**config.mk**
```make
export PLATFORM = sky130hd
export DESIGN_NAME = friscv_axi_rd_arbiter_flat
export DESIGN_NICKNAME = d
export VERILOG_FILES = /design/src/rtl/friscv_axi_rd_arbiter_if.sv /design/src/rtl/friscv_axi_rd_arbiter.sv /design/src/flat_wrapper.sv
export SDC_FILE = /design/constraint.sdc
export NUM_CORES = 1
export LEC_CHECK = 0
export BUFFER_PORTS_ARGS = -buffer_cell sky130_fd_sc_hd__buf_2
export CAP_MARGIN = 20
export CORE_AREA = 4 4 231 233
export CTS_CLUSTER_DIAMETER = 40
export DETAILED_ROUTE_END_ITERATION = 8
export DIE_AREA = 0 0 235 237
export PLACE_DENSITY = 0.38
export SKIP_LAST_GASP = 1
export SLEW_MARGIN = 0
export SYNTH_ARGS = -nofsm -noshare
export SYNTH_HDL_FRONTEND = slang
export SYNTH_SLANG_ARGS = --single-unit
```
**constraint.sdc**
```tcl
create_clock -name aclk -period 3.1 [get_ports aclk]
set_input_delay 0.31 -clock aclk [delete_from_list [all_inputs] [get_ports aclk]]
set_output_delay 0.31 -clock aclk [all_outputs]
set_load 0.1 [all_outputs]
```
**src/rtl/friscv_axi_rd_arbiter_if.sv**
```systemverilog
// AXI4 read-channel bundle (AR + R) shared by the cache ports and the memory port.
// master drives AR and accepts R; slave accepts AR and drives R.
interface friscv_axi_rd_arbiter_if #(
    parameter int ADDR_W = 32,
    parameter int ID_W   = 8,
    parameter int DATA_W = 128
);
    logic              arvalid;
    logic              arready;
    logic [ADDR_W-1:0] araddr;
    logic [7:0]        arlen;
    logic [2:0]        arsize;
    logic [1:0]        arburst;
    logic [2:0]        arprot;
    logic [ID_W-1:0]   arid;
    logic              rvalid;
    logic              rready;
    logic [ID_W-1:0]   rid;
    logic [1:0]        rresp;
    logic [DATA_W-1:0] rdata;
    logic              rlast;

    modport master (
        output arvalid, araddr, arlen, arsize, arburst, arprot, arid, rready,
        input  arready, rvalid, rid, rresp, rdata, rlast
    );

    modport slave (
        input  arvalid, araddr, arlen, arsize, arburst, arprot, arid, rready,
        output arready, rvalid, rid, rresp, rdata, rlast
    );
endinterface

```
**src/rtl/friscv_axi_rd_arbiter.sv**
```systemverilog
// Shares one AXI4 read channel between icache and dcache: round-robin AR arbitration,
// ID-mask tagging, R routing by RID, per-requester outstanding caps.
// Define FRISCV_RDARB_FIXED_PRIO_EN to make dcache always win ties instead of round-robin.
module friscv_axi_rd_arbiter #(
    parameter int AXI_ADDR_W = 32,
    parameter int AXI_ID_W   = 8,
    parameter int AXI_DATA_W = 128,
    parameter int IC_ID_MASK = 'h10,
    parameter int DC_ID_MASK = 'h20,
    parameter int MAX_OSTDG  = 4
)(
    input  logic                            aclk,
    input  logic                            aresetn,
    input  logic                            srst,
    friscv_axi_rd_arbiter_if.slave          ic,
    friscv_axi_rd_arbiter_if.slave          dc,
    friscv_axi_rd_arbiter_if.master         mem,
    output logic                            unmapped_rid
);

    localparam int CNT_W = $clog2(MAX_OSTDG + 1);
    localparam logic [CNT_W-1:0]    CNT_MAX = CNT_W'(MAX_OSTDG);
    localparam logic [AXI_ID_W-1:0] IC_MASK = AXI_ID_W'(IC_ID_MASK);
    localparam logic [AXI_ID_W-1:0] DC_MASK = AXI_ID_W'(DC_ID_MASK);

    typedef enum logic {IDLE, GRANT} state_t;

    state_t             r_state;
    state_t             w_state_nxt;
    logic               r_grant_dc;
    logic               w_grant_nxt;
    logic [CNT_W-1:0]   r_ic_cnt;
    logic [CNT_W-1:0]   r_dc_cnt;
    logic               r_unmapped;
`ifndef FRISCV_RDARB_FIXED_PRIO_EN
    logic               r_last_dc;
`endif

    logic                  w_ic_elig;
    logic                  w_dc_elig;
    logic                  w_hs;
    logic [AXI_ADDR_W-1:0] w_araddr;
    logic [AXI_ID_W-1:0]   w_arid;
    logic                  w_ic_hit;
    logic                  w_dc_hit;
    logic [AXI_DATA_W-1:0] w_rdata;

    assign w_ic_elig = ic.arvalid && (r_ic_cnt < CNT_MAX);
    assign w_dc_elig = dc.arvalid && (r_dc_cnt < CNT_MAX);

    always_comb begin
        w_state_nxt = r_state;
        w_grant_nxt = r_grant_dc;
        case (r_state)
            IDLE: begin
                if (w_ic_elig && w_dc_elig) begin
`ifdef FRISCV_RDARB_FIXED_PRIO_EN
                    w_grant_nxt = 1'b1;
`else
                    w_grant_nxt = !r_last_dc;
`endif
                    w_state_nxt = GRANT;
                end else if (w_ic_elig) begin
                    w_grant_nxt = 1'b0;
                    w_state_nxt = GRANT;
                end else if (w_dc_elig) begin
                    w_grant_nxt = 1'b1;
                    w_state_nxt = GRANT;
                end
            end
            GRANT: begin
                if (w_hs) w_state_nxt = IDLE;
            end
            default: w_state_nxt = IDLE;
        endcase
    end

    always_comb begin
        ic.arready  = 1'b0;
        dc.arready  = 1'b0;
        mem.arvalid = 1'b0;
        w_araddr    = ic.araddr;
        w_arid      = ic.arid | IC_MASK;
        mem.arlen   = ic.arlen;
        mem.arsize  = ic.arsize;
        mem.arburst = ic.arburst;
        mem.arprot  = ic.arprot;
        if (r_grant_dc) begin
            w_araddr    = dc.araddr;
            w_arid      = dc.arid | DC_MASK;
            mem.arlen   = dc.arlen;
            mem.arsize  = dc.arsize;
            mem.arburst = dc.arburst;
            mem.arprot  = dc.arprot;
        end
        if (r_state == GRANT) begin
            if (r_grant_dc) begin
                mem.arvalid = dc.arvalid;
                dc.arready  = mem.arready;
            end else begin
                mem.arvalid = ic.arvalid;
                ic.arready  = mem.arready;
            end
        end
        w_hs = mem.arvalid && mem.arready;
    end

    assign mem.araddr = w_araddr;
    assign mem.arid   = w_arid;

    // icache mask takes precedence if a RID ever carries both masks
    assign w_ic_hit = |(mem.rid & IC_MASK);
    assign w_dc_hit = !w_ic_hit && |(mem.rid & DC_MASK);
    assign w_rdata  = mem.rdata;

    assign ic.rvalid = mem.rvalid && w_ic_hit;
    assign dc.rvalid = mem.rvalid && w_dc_hit;
    assign ic.rid    = mem.rid & ~IC_MASK;
    assign dc.rid    = mem.rid & ~DC_MASK;
    assign ic.rresp  = mem.rresp;
    assign dc.rresp  = mem.rresp;
    assign ic.rdata  = w_rdata;
    assign dc.rdata  = w_rdata;
    assign ic.rlast  = mem.rlast;
    assign dc.rlast  = mem.rlast;
    assign mem.rready = w_ic_hit ? ic.rready : (w_dc_hit ? dc.rready : 1'b1);
    assign unmapped_rid = r_unmapped;

    // Decrement saturates at zero so beats returning after a reset cannot wrap the count
    function automatic logic [CNT_W-1:0] cnt_next(input logic [CNT_W-1:0] cnt,
                                                  input logic inc, input logic dec);
        if (inc && !dec)                     return cnt + 1'b1;
        else if (dec && !inc && cnt != '0)   return cnt - 1'b1;
        else                                 return cnt;
    endfunction

    always_ff @(posedge aclk or negedge aresetn) begin
        if (!aresetn) begin
            r_state    <= IDLE;
            r_grant_dc <= 1'b0;
            r_ic_cnt   <= '0;
            r_dc_cnt   <= '0;
            r_unmapped <= 1'b0;
`ifndef FRISCV_RDARB_FIXED_PRIO_EN
            r_last_dc  <= 1'b1;
`endif
        end else if (srst) begin
            r_state    <= IDLE;
            r_grant_dc <= 1'b0;
            r_ic_cnt   <= '0;
            r_dc_cnt   <= '0;
            r_unmapped <= 1'b0;
`ifndef FRISCV_RDARB_FIXED_PRIO_EN
            r_last_dc  <= 1'b1;
`endif
        end else begin
            r_state    <= w_state_nxt;
            r_grant_dc <= w_grant_nxt;
            r_ic_cnt   <= cnt_next(r_ic_cnt, w_hs && !r_grant_dc,
                                   ic.rvalid && ic.rready && mem.rlast);
            r_dc_cnt   <= cnt_next(r_dc_cnt, w_hs && r_grant_dc,
                                   dc.rvalid && dc.rready && mem.rlast);
            r_unmapped <= mem.rvalid && !w_ic_hit && !w_dc_hit;
`ifndef FRISCV_RDARB_FIXED_PRIO_EN
            if (w_hs) r_last_dc <= r_grant_dc;
`endif
        end
    end

endmodule

```
**src/flat_wrapper.sv**
```systemverilog
// flat-port wrapper written by rule: the top's interface ports become plain ports
module friscv_axi_rd_arbiter_flat 
#(
    parameter int AXI_ADDR_W = 32,
    parameter int AXI_ID_W   = 8,
    parameter int AXI_DATA_W = 128,
    parameter int IC_ID_MASK = 'h10,
    parameter int DC_ID_MASK = 'h20,
    parameter int MAX_OSTDG  = 4
)
  (aclk, aresetn, srst, unmapped_rid, ic_arvalid, ic_araddr, ic_arlen, ic_arsize, ic_arburst, ic_arprot, ic_arid, ic_rready, ic_arready, ic_rvalid, ic_rid, ic_rresp, ic_rdata, ic_rlast, dc_arvalid, dc_araddr, dc_arlen, dc_arsize, dc_arburst, dc_arprot, dc_arid, dc_rready, dc_arready, dc_rvalid, dc_rid, dc_rresp, dc_rdata, dc_rlast, mem_arvalid, mem_araddr, mem_arlen, mem_arsize, mem_arburst, mem_arprot, mem_arid, mem_rready, mem_arready, mem_rvalid, mem_rid, mem_rresp, mem_rdata, mem_rlast);
  friscv_axi_rd_arbiter_if #(.ADDR_W(32), .ID_W(8), .DATA_W(128)) ic_i ();
  friscv_axi_rd_arbiter_if #(.ADDR_W(32), .ID_W(8), .DATA_W(128)) dc_i ();
  friscv_axi_rd_arbiter_if #(.ADDR_W(32), .ID_W(8), .DATA_W(128)) mem_i ();
  input  logic aclk;
  input  logic aresetn;
  input  logic srst;
  output logic unmapped_rid;
  input wire logic [$bits(ic_i.arvalid)-1:0] ic_arvalid;
  input wire logic [$bits(ic_i.araddr)-1:0] ic_araddr;
  input wire logic [$bits(ic_i.arlen)-1:0] ic_arlen;
  input wire logic [$bits(ic_i.arsize)-1:0] ic_arsize;
  input wire logic [$bits(ic_i.arburst)-1:0] ic_arburst;
  input wire logic [$bits(ic_i.arprot)-1:0] ic_arprot;
  input wire logic [$bits(ic_i.arid)-1:0] ic_arid;
  input wire logic [$bits(ic_i.rready)-1:0] ic_rready;
  output wire logic [$bits(ic_i.arready)-1:0] ic_arready;
  output wire logic [$bits(ic_i.rvalid)-1:0] ic_rvalid;
  output wire logic [$bits(ic_i.rid)-1:0] ic_rid;
  output wire logic [$bits(ic_i.rresp)-1:0] ic_rresp;
  output wire logic [$bits(ic_i.rdata)-1:0] ic_rdata;
  output wire logic [$bits(ic_i.rlast)-1:0] ic_rlast;
  input wire logic [$bits(dc_i.arvalid)-1:0] dc_arvalid;
  input wire logic [$bits(dc_i.araddr)-1:0] dc_araddr;
  input wire logic [$bits(dc_i.arlen)-1:0] dc_arlen;
  input wire logic [$bits(dc_i.arsize)-1:0] dc_arsize;
  input wire logic [$bits(dc_i.arburst)-1:0] dc_arburst;
  input wire logic [$bits(dc_i.arprot)-1:0] dc_arprot;
  input wire logic [$bits(dc_i.arid)-1:0] dc_arid;
  input wire logic [$bits(dc_i.rready)-1:0] dc_rready;
  output wire logic [$bits(dc_i.arready)-1:0] dc_arready;
  output wire logic [$bits(dc_i.rvalid)-1:0] dc_rvalid;
  output wire logic [$bits(dc_i.rid)-1:0] dc_rid;
  output wire logic [$bits(dc_i.rresp)-1:0] dc_rresp;
  output wire logic [$bits(dc_i.rdata)-1:0] dc_rdata;
  output wire logic [$bits(dc_i.rlast)-1:0] dc_rlast;
  output wire logic [$bits(mem_i.arvalid)-1:0] mem_arvalid;
  output wire logic [$bits(mem_i.araddr)-1:0] mem_araddr;
  output wire logic [$bits(mem_i.arlen)-1:0] mem_arlen;
  output wire logic [$bits(mem_i.arsize)-1:0] mem_arsize;
  output wire logic [$bits(mem_i.arburst)-1:0] mem_arburst;
  output wire logic [$bits(mem_i.arprot)-1:0] mem_arprot;
  output wire logic [$bits(mem_i.arid)-1:0] mem_arid;
  output wire logic [$bits(mem_i.rready)-1:0] mem_rready;
  input wire logic [$bits(mem_i.arready)-1:0] mem_arready;
  input wire logic [$bits(mem_i.rvalid)-1:0] mem_rvalid;
  input wire logic [$bits(mem_i.rid)-1:0] mem_rid;
  input wire logic [$bits(mem_i.rresp)-1:0] mem_rresp;
  input wire logic [$bits(mem_i.rdata)-1:0] mem_rdata;
  input wire logic [$bits(mem_i.rlast)-1:0] mem_rlast;
  assign ic_i.arvalid = ic_arvalid;
  assign ic_i.araddr = ic_araddr;
  assign ic_i.arlen = ic_arlen;
  assign ic_i.arsize = ic_arsize;
  assign ic_i.arburst = ic_arburst;
  assign ic_i.arprot = ic_arprot;
  assign ic_i.arid = ic_arid;
  assign ic_i.rready = ic_rready;
  assign ic_arready = ic_i.arready;
  assign ic_rvalid = ic_i.rvalid;
  assign ic_rid = ic_i.rid;
  assign ic_rresp = ic_i.rresp;
  assign ic_rdata = ic_i.rdata;
  assign ic_rlast = ic_i.rlast;
  assign dc_i.arvalid = dc_arvalid;
  assign dc_i.araddr = dc_araddr;
  assign dc_i.arlen = dc_arlen;
  assign dc_i.arsize = dc_arsize;
  assign dc_i.arburst = dc_arburst;
  assign dc_i.arprot = dc_arprot;
  assign dc_i.arid = dc_arid;
  assign dc_i.rready = dc_rready;
  assign dc_arready = dc_i.arready;
  assign dc_rvalid = dc_i.rvalid;
  assign dc_rid = dc_i.rid;
  assign dc_rresp = dc_i.rresp;
  assign dc_rdata = dc_i.rdata;
  assign dc_rlast = dc_i.rlast;
  assign mem_arvalid = mem_i.arvalid;
  assign mem_araddr = mem_i.araddr;
  assign mem_arlen = mem_i.arlen;
  assign mem_arsize = mem_i.arsize;
  assign mem_arburst = mem_i.arburst;
  assign mem_arprot = mem_i.arprot;
  assign mem_arid = mem_i.arid;
  assign mem_rready = mem_i.rready;
  assign mem_i.arready = mem_arready;
  assign mem_i.rvalid = mem_rvalid;
  assign mem_i.rid = mem_rid;
  assign mem_i.rresp = mem_rresp;
  assign mem_i.rdata = mem_rdata;
  assign mem_i.rlast = mem_rlast;
  friscv_axi_rd_arbiter #(.AXI_ADDR_W(AXI_ADDR_W), .AXI_ID_W(AXI_ID_W), .AXI_DATA_W(AXI_DATA_W), .IC_ID_MASK(IC_ID_MASK), .DC_ID_MASK(DC_ID_MASK), .MAX_OSTDG(MAX_OSTDG)) u_core (.aclk(aclk), .aresetn(aresetn), .srst(srst), .ic(ic_i), .dc(dc_i), .mem(mem_i), .unmapped_rid(unmapped_rid));
endmodule
```
==> impl_metrics.toml, run 1 <==
[global_route]
via_count_of_the_first_global_routing_pass = 2399
grt_start_max_net_pins = 46
grt_antenna_before_repair = 0
grt_pass1_wl_mm = 16.18
track_usage_pct = 3.981
gr-total-overflow = 0

[floorplan]
num_io_pins = 601
rows = 83
initial_utilization_pct = 6.772
dieWidth_um = 235
dieHeight_um = 237
floorplan_die_area_sq_mm = 0.05570
coreArea_sq_mm = 0.05120

[logic_synthesis]
netlist_top_cells_count = "buf_4 (279), mux2_2 (54), dfrtp_1 (9)"
synthMostInstantiatedCell = "buf_4"
async_reset_ff_share_pct = 100.0
synthAdderAreaFrac_pct = 1.155
netlist_area_sq_mm = 0.003467
syn_area_per_cell_sq_um = 8.375
synth-xor-area-share_pct = 0
synthesis.yosys.warnings = 0
synth_top_family_by_area = "buffers and inverters"
netlist.area_leader.share_pct = 60.41
post-synth-top-area-cell = "buf_4"
syn_inst = 414
synth.lib_cells_used.distinct = 35
post_synth_and_or_nand_nor_area_fraction_pct = 6.640
ys_ff_latch = 10
synth_area_in_compound_gates_pct = 3.645
number_of_enable_flip_flop_cells_after_synthesis = 0
yosysSeqAreaShare_pct = 7.254
synth_ff_type = "dfrtp_1"
synth_area_leaders = "buf_4 (60%), mux2_2 (18%), dfrtp_1 (6.5%)"
yosys-mux-area-fraction_pct = 19.05

[timing]
fin_crit_ns = 2.224
totalNegativeSetupSlack_ns = 0
final.setup.worst_slack_ns = 0.8756
fin_crit_sh_pct = 71.75
final.setup_skew_ns = 0.005712
timing_max_transition_violations_final = 0
max_freq_ghz = 0.4496
grt_setup_unrepaired = "no"
slew_headroom_pct = 63.94
timing_worst_slew_pin_value_ns = 0.5447
timing.final.setup_violations = 0
finalHoldViolations = 0

[clock_tree]
clock_path_buffers = 2
tritoncts_num_sinks = 10
clock_latency_ns = 0.25
cts.root.buffer_cell = "clkbuf_16"
cts-resized-gates = 0
cts_tree = "built"
clock_pin_slew_on_the_worst_setup_and_hold_paths_ns = 0.05
ctsHtreeMaxLevel = 1
cts_buffers = 3
postCtsSetupBuffers = 0

[routing]
detail_route.first_pass.iterations = 4
initialDrtViolationCount = 90
detail_route.wl_per_cell_um = 11.99
via_density_per_instance = 2.148
route.final.wire_length_mm = 12.01
post-route-drc-count = 0
routed-via-count = 2152
final_antenna_net_count = 0

[cells_and_area]
area_growth_pct = -6.171
share_of_layout_cells_above_drive_strength_1_pct = 79.81
nNetsFinal = 585
layout.cell_area.non_filler_sq_mm = 0.003253
antenna_cells = 0
fillCellCount = 6001
post_layout_nonfiller_instances = 1002

[critical_path]
required_ns = 2.79
crit_path_max_fanout = 45
critPathCaptureType = "primary output"
start_kind = "flop"
critical_path_type = "reg -> out"
worst_ep_arrival_time_ns = 1.91

[flow_run]
timing.max_cap.violations = 0

[power_and_ir_drop]
ir_worst_vdd_mv = 0.1459
pwr_density_cell_mw_per_mm2 = 394.5
tot_pwr_mw = 1.283
leakagePower_nw = 1.320

[placement]
placed_area_sq_mm = 0.003154
dp_slack_ns = 1.058
number_of_port_buffers = 188
hpwlAfterDp_mm = 10.74
placed_cells_incl_taps = 997
place_congestion = 0.6725

[status]
status = "complete, no violations"

[min_path]
min_path_type = "in -> reg"
[logic make-up after synthesis]
logic type / count (synthesis)
AOI/OAI and AO/OA: 15
other: 1
and+or+nand+nor: 34
buffers and inverters: 293
muxes: 59
adders and majority gates: 2
DFF: 10
[sequential cells by signal, summed over array words and instances (netlist names)]
| register | count |
|---|---|
| u_core.r_dc_cnt | 3 |
| u_core.r_grant_dc | 1 |
| u_core.r_ic_cnt | 3 |
| u_core.r_last_dc | 1 |
| u_core.r_state | 1 |
| u_core.unmapped_rid | 1 |
[layout make-up]
cell class                 instances  area (sq um)  area share (%)
sequential                        10         255.2           7.846
multi-input combinational        112          1065           32.73
inverter                           6         22.52          0.6923
timing repair buffer             190         970.9           29.85
tap                              680         850.8           26.15
clock buffer                       4         88.84           2.731
[path summary, 6_finish.rpt]
path | startpoint | endpoint | slack, ns | cells after the start
worst max register to register | u_core.r_grant_dc | u_core.r_ic_cnt[2] | 1.06 | 5
worst min register to register | u_core.r_last_dc | u_core.r_last_dc | 0.57 | 2
worst min-delay path | mem_rid[5] | u_core.unmapped_rid | 0.26 | 2
max in group asynchronous | aresetn | u_core.r_last_dc | 2.28 | 2
min in group asynchronous | aresetn | u_core.r_ic_cnt[2] | 0.53 | 2
worst max-delay path | u_core.r_grant_dc | mem_arlen[6] | 0.88 | 3
[power by group]
part	internal [mW]	total [mW]	switching [mW]
combinational	0.185	0.854	0.669
clock	0.196	0.275	0.0791
sequential	0.139	0.155	0.0158
[what timing repair did]
item	CTS	global route
setup endpoints to repair	0	0
hold buffers	1	0
hold endpoints to repair	9	0
[worst max-delay path: stages, from the launching register on]
cell and delay [ns]:
dfrtp_4 0.62, buf_12 0.27, mux2_2 0.37, buf_2 0.30
[layout by cell type, fill, tap and decap left out, types with 2 or more instances in the layout]
master and n:
clkbuf_16 3, nand2b_1 2, nor2b_1 4, inv_1 6, o21ai_0 4, mux2i_1 3
nor3_1 4, nand2_1 3, mux2_1 2, buf_2 188, dfrtp_1 8, nor2_1 8
a21oi_1 3, fa_1 2, o41ai_1 2, nor3b_1 3, a31oi_4 2, mux2_2 54
conb_1 2
[routing by layer]
metal	GRT usage, %	up-vias	wire (um)
met3	2.725	81	2224
met1	4.184	891	4100
met2	5.392	305	4706
met5	1.299	-	105
met4	3.079	2	871
li1	-	873	-
[metrics by stage]
stage	hold WS (ns)	utilization [%]
after floorplan	0.01441	-
after global placement	0.2148	6.161
after detailed placement	0.2145	6.161
after CTS	0.2476	6.354
after global routing	0.2654	6.354
final	0.2592	6.354
Note: power is estimated with default switching activity, not from simulation.
==> run 2: changes to the inputs <==
--- a/config.mk
+++ b/config.mk
@@ -11,7 +11,7 @@
 export CTS_CLUSTER_DIAMETER = 40
 export DETAILED_ROUTE_END_ITERATION = 8
 export DIE_AREA = 0 0 235 237
-export PLACE_DENSITY = 0.38
+export PLACE_DENSITY = 0.39
 export SKIP_LAST_GASP = 1
 export SLEW_MARGIN = 0
 export SYNTH_ARGS = -nofsm -noshare
==> constraint.sdc (replaced) <==
create_clock -name aclk -period 1.8 [get_ports aclk]
set_input_delay 0.18 -clock aclk [delete_from_list [all_inputs] [get_ports aclk]]
set_output_delay 0.18 -clock aclk [all_outputs]
set_load 0.1 [all_outputs]
==> impl_metrics.toml, run 2 (synthesis gave the netlist of run 1 again) <==
[status]
status = "complete, no violations"

[critical_path]
required_ns = 1.62
critical_path.slowest_cell = "dfrtp_2"
critical_path_max_stage_delay_ns = 0.44
crit_path_max_fanout = 30
critPathCaptureType = "primary output"
critical_path.n_buffers_inverters = 2
critical_path_type = "reg -> out"
worst_ep_arrival_time_ns = 1.56
cp_cell_sequence = "buf_12 > mux2_2 > buf_2"
start_kind = "flop"
worst_path_dominant_cell_family = "buffers and inverters"

[floorplan]
initial_utilization_pct = 6.772
dieWidth_um = 235
dieHeight_um = 237
coreArea_sq_mm = 0.05120
num_io_pins = 601
floorplan_die_area_sq_mm = 0.05570
rows = 83

[clock_tree]
tritoncts_num_sinks = 10
cts_buffers = 3
clock_pin_slew_on_the_worst_setup_and_hold_paths_ns = 0.04
clock_path_buffers = 2
cts_tree = "built"
ctsHtreeMaxLevel = 1
cts.root.buffer_cell = "clkbuf_16"
clock_latency_ns = 0.24

[timing]
timing_max_transition_violations_final = 0
final.setup_skew_ns = 0.002984
max_freq_ghz = 0.5733
grt_setup_unrepaired = "yes"
fin_crit_sh_pct = 96.90
finalHoldViolations = 0
slew_headroom_pct = 62.67
timing.final.setup_violations = 0
fin_crit_ns = 1.744
timing_worst_slew_pin_value_ns = 0.5638

[global_route]
grt_pass1_wl_mm = 16.34
grt_antenna_before_repair = 5
grt_start_max_net_pins = 32
gr-total-overflow = 0
via_count_of_the_first_global_routing_pass = 2409
track_usage_pct = 4.003

[min_path]
min_path_type = "in -> reg"

[routing]
detail_route.wl_per_cell_um = 11.99
detail_route.first_pass.iterations = 4
final_antenna_net_count = 0
route.final.wire_length_mm = 12.08
routed-via-count = 2178
initialDrtViolationCount = 34
via_density_per_instance = 2.161
post-route-drc-count = 0

[power_and_ir_drop]
tot_pwr_mw = 2.423
switching_share_pct = 55.10
ir_worst_vdd_mv = 0.2471
pwr_density_cell_mw_per_mm2 = 629.6
fraction_of_power_consumed_by_sequential_logic_pct = 10.4
p_clk_share_pct = 16.8
switching_power_mw = 1.335
power.internal_mw = 1.088
share_comb_of_total_power_pct = 72.8
leakagePower_nw = 1.535

[cells_and_area]
post_layout_nonfiller_instances = 1008
seqCellArea_sq_um = 252.7
final_common_cell = "buf_2"
multi_input_area_sq_mm = 0.001080
nNetsFinal = 590
layout_common_cells = "buf_2 (150), mux2_2 (54), buf_12 (37), dfrtp_1 (8), nor2_1 (7)"
area_growth_pct = 11.01
largest_registers_ranked_by_flip_flop_count = "u_core.r_dc_cnt: 3 flops, u_core.r_ic_cnt: 3 flops"
share_of_layout_cells_above_drive_strength_1_pct = 81.04
fillCellCount = 5932

[placement]
place_congestion = 0.7063
placed_cells_incl_taps = 1002
number_of_port_buffers = 188
hpwlAfterDp_mm = 10.90

[flow_run]
timing.max_cap.violations = 0
-- run 2: cell types whose count changed in the layout (fill, tap and decap cells not counted), sizes merged --
cell,delta
buf,+3
diode,+1
clkbuf,+2
-- run 2: worst reg2reg max path, cell delays in order, from the launching register on --
cell,delay (ns)
dfrtp_2,0.46
nand4b_4,0.21
a31oi_4,0.18
fa_1,0.21
mux2i_1,0.21
mux2_1,0.33
-- run 2: cell type report --
type / count / share of cell area, %
Clock buffer: 4 / 2.048
Multi-Input combinational cell: 112 / 28.06
Timing Repair Buffer: 195 / 40.57
Sequential cell: 10 / 6.567
Tap cell: 680 / 22.11
Antenna cell: 1 / 0.06502
Inverter: 6 / 0.5852
-- run 2: what timing repair did --
action / 4_1_cts / 5_1_grt
hold endpoints to repair: 9 / 0
setup endpoints to repair: 55 / 47
cloned: 0 / 0
gates resized for setup: 3 / 4
hold buffers: 1 / 0
buffers inserted: 0 / 0
-- run 2: power groups by stage --
stage	Sequential, mW	Clock, mW	Combinational [mW]
floorplan	0.251	0	4.06
detailed placement	0.253	0	1.77
global route	0.253	0.432	1.83
global placement	0.252	0	1.77
CTS	0.251	0.418	1.78
finish	0.252	0.406	1.77
-- run 2: per-layer routing --
layer | part of all wire [%] | vias up | track usage (%)
met5 | 0.90 | - | 1.039
met4 | 5.2 | 6 | 2.291
met3 | 15 | 85 | 2.690
met2 | 46 | 303 | 6.378
met1 | 33 | 902 | 3.814
li1 | - | 882 | -
-- run 2: path summary, 6_finish.rpt --
check / from / end / slack (ns) / depth (start not counted)
worst max-delay path: u_core.r_grant_dc / mem_arprot[1] / 0.06 / 3
worst min-delay path: mem_rid[5] / u_core.unmapped_rid / 0.22 / 2
worst max register to register: u_core.r_grant_dc / u_core.r_ic_cnt[2] / 0.07 / 5
worst min register to register: u_core.r_last_dc / u_core.r_last_dc / 0.57 / 2
max in group asynchronous: aresetn / u_core.r_last_dc / 1.13 / 2
min in group asynchronous: aresetn / u_core.r_ic_cnt[0] / 0.40 / 2
-- run 2: per-stage QoR --
stage / setup slack, ns / hold slack (ns) / area (sq um) / util (%) / setup TNS (ns)
after floorplan: -0.03692 / -0.1156 / 3486 / - / -0.03692
after global placement: 0.01962 / 0.06787 / 3732 / 7.290 / 0
after detailed placement: 0.04757 / 0.07304 / 3732 / 7.290 / 0
after CTS: 0.009621 / 0.2219 / 3832 / 7.486 / 0
after global routing: -0.03209 / 0.2424 / 3846 / 7.512 / -0.05765
final: 0.05577 / 0.2193 / 3849 / 7.517 / 0
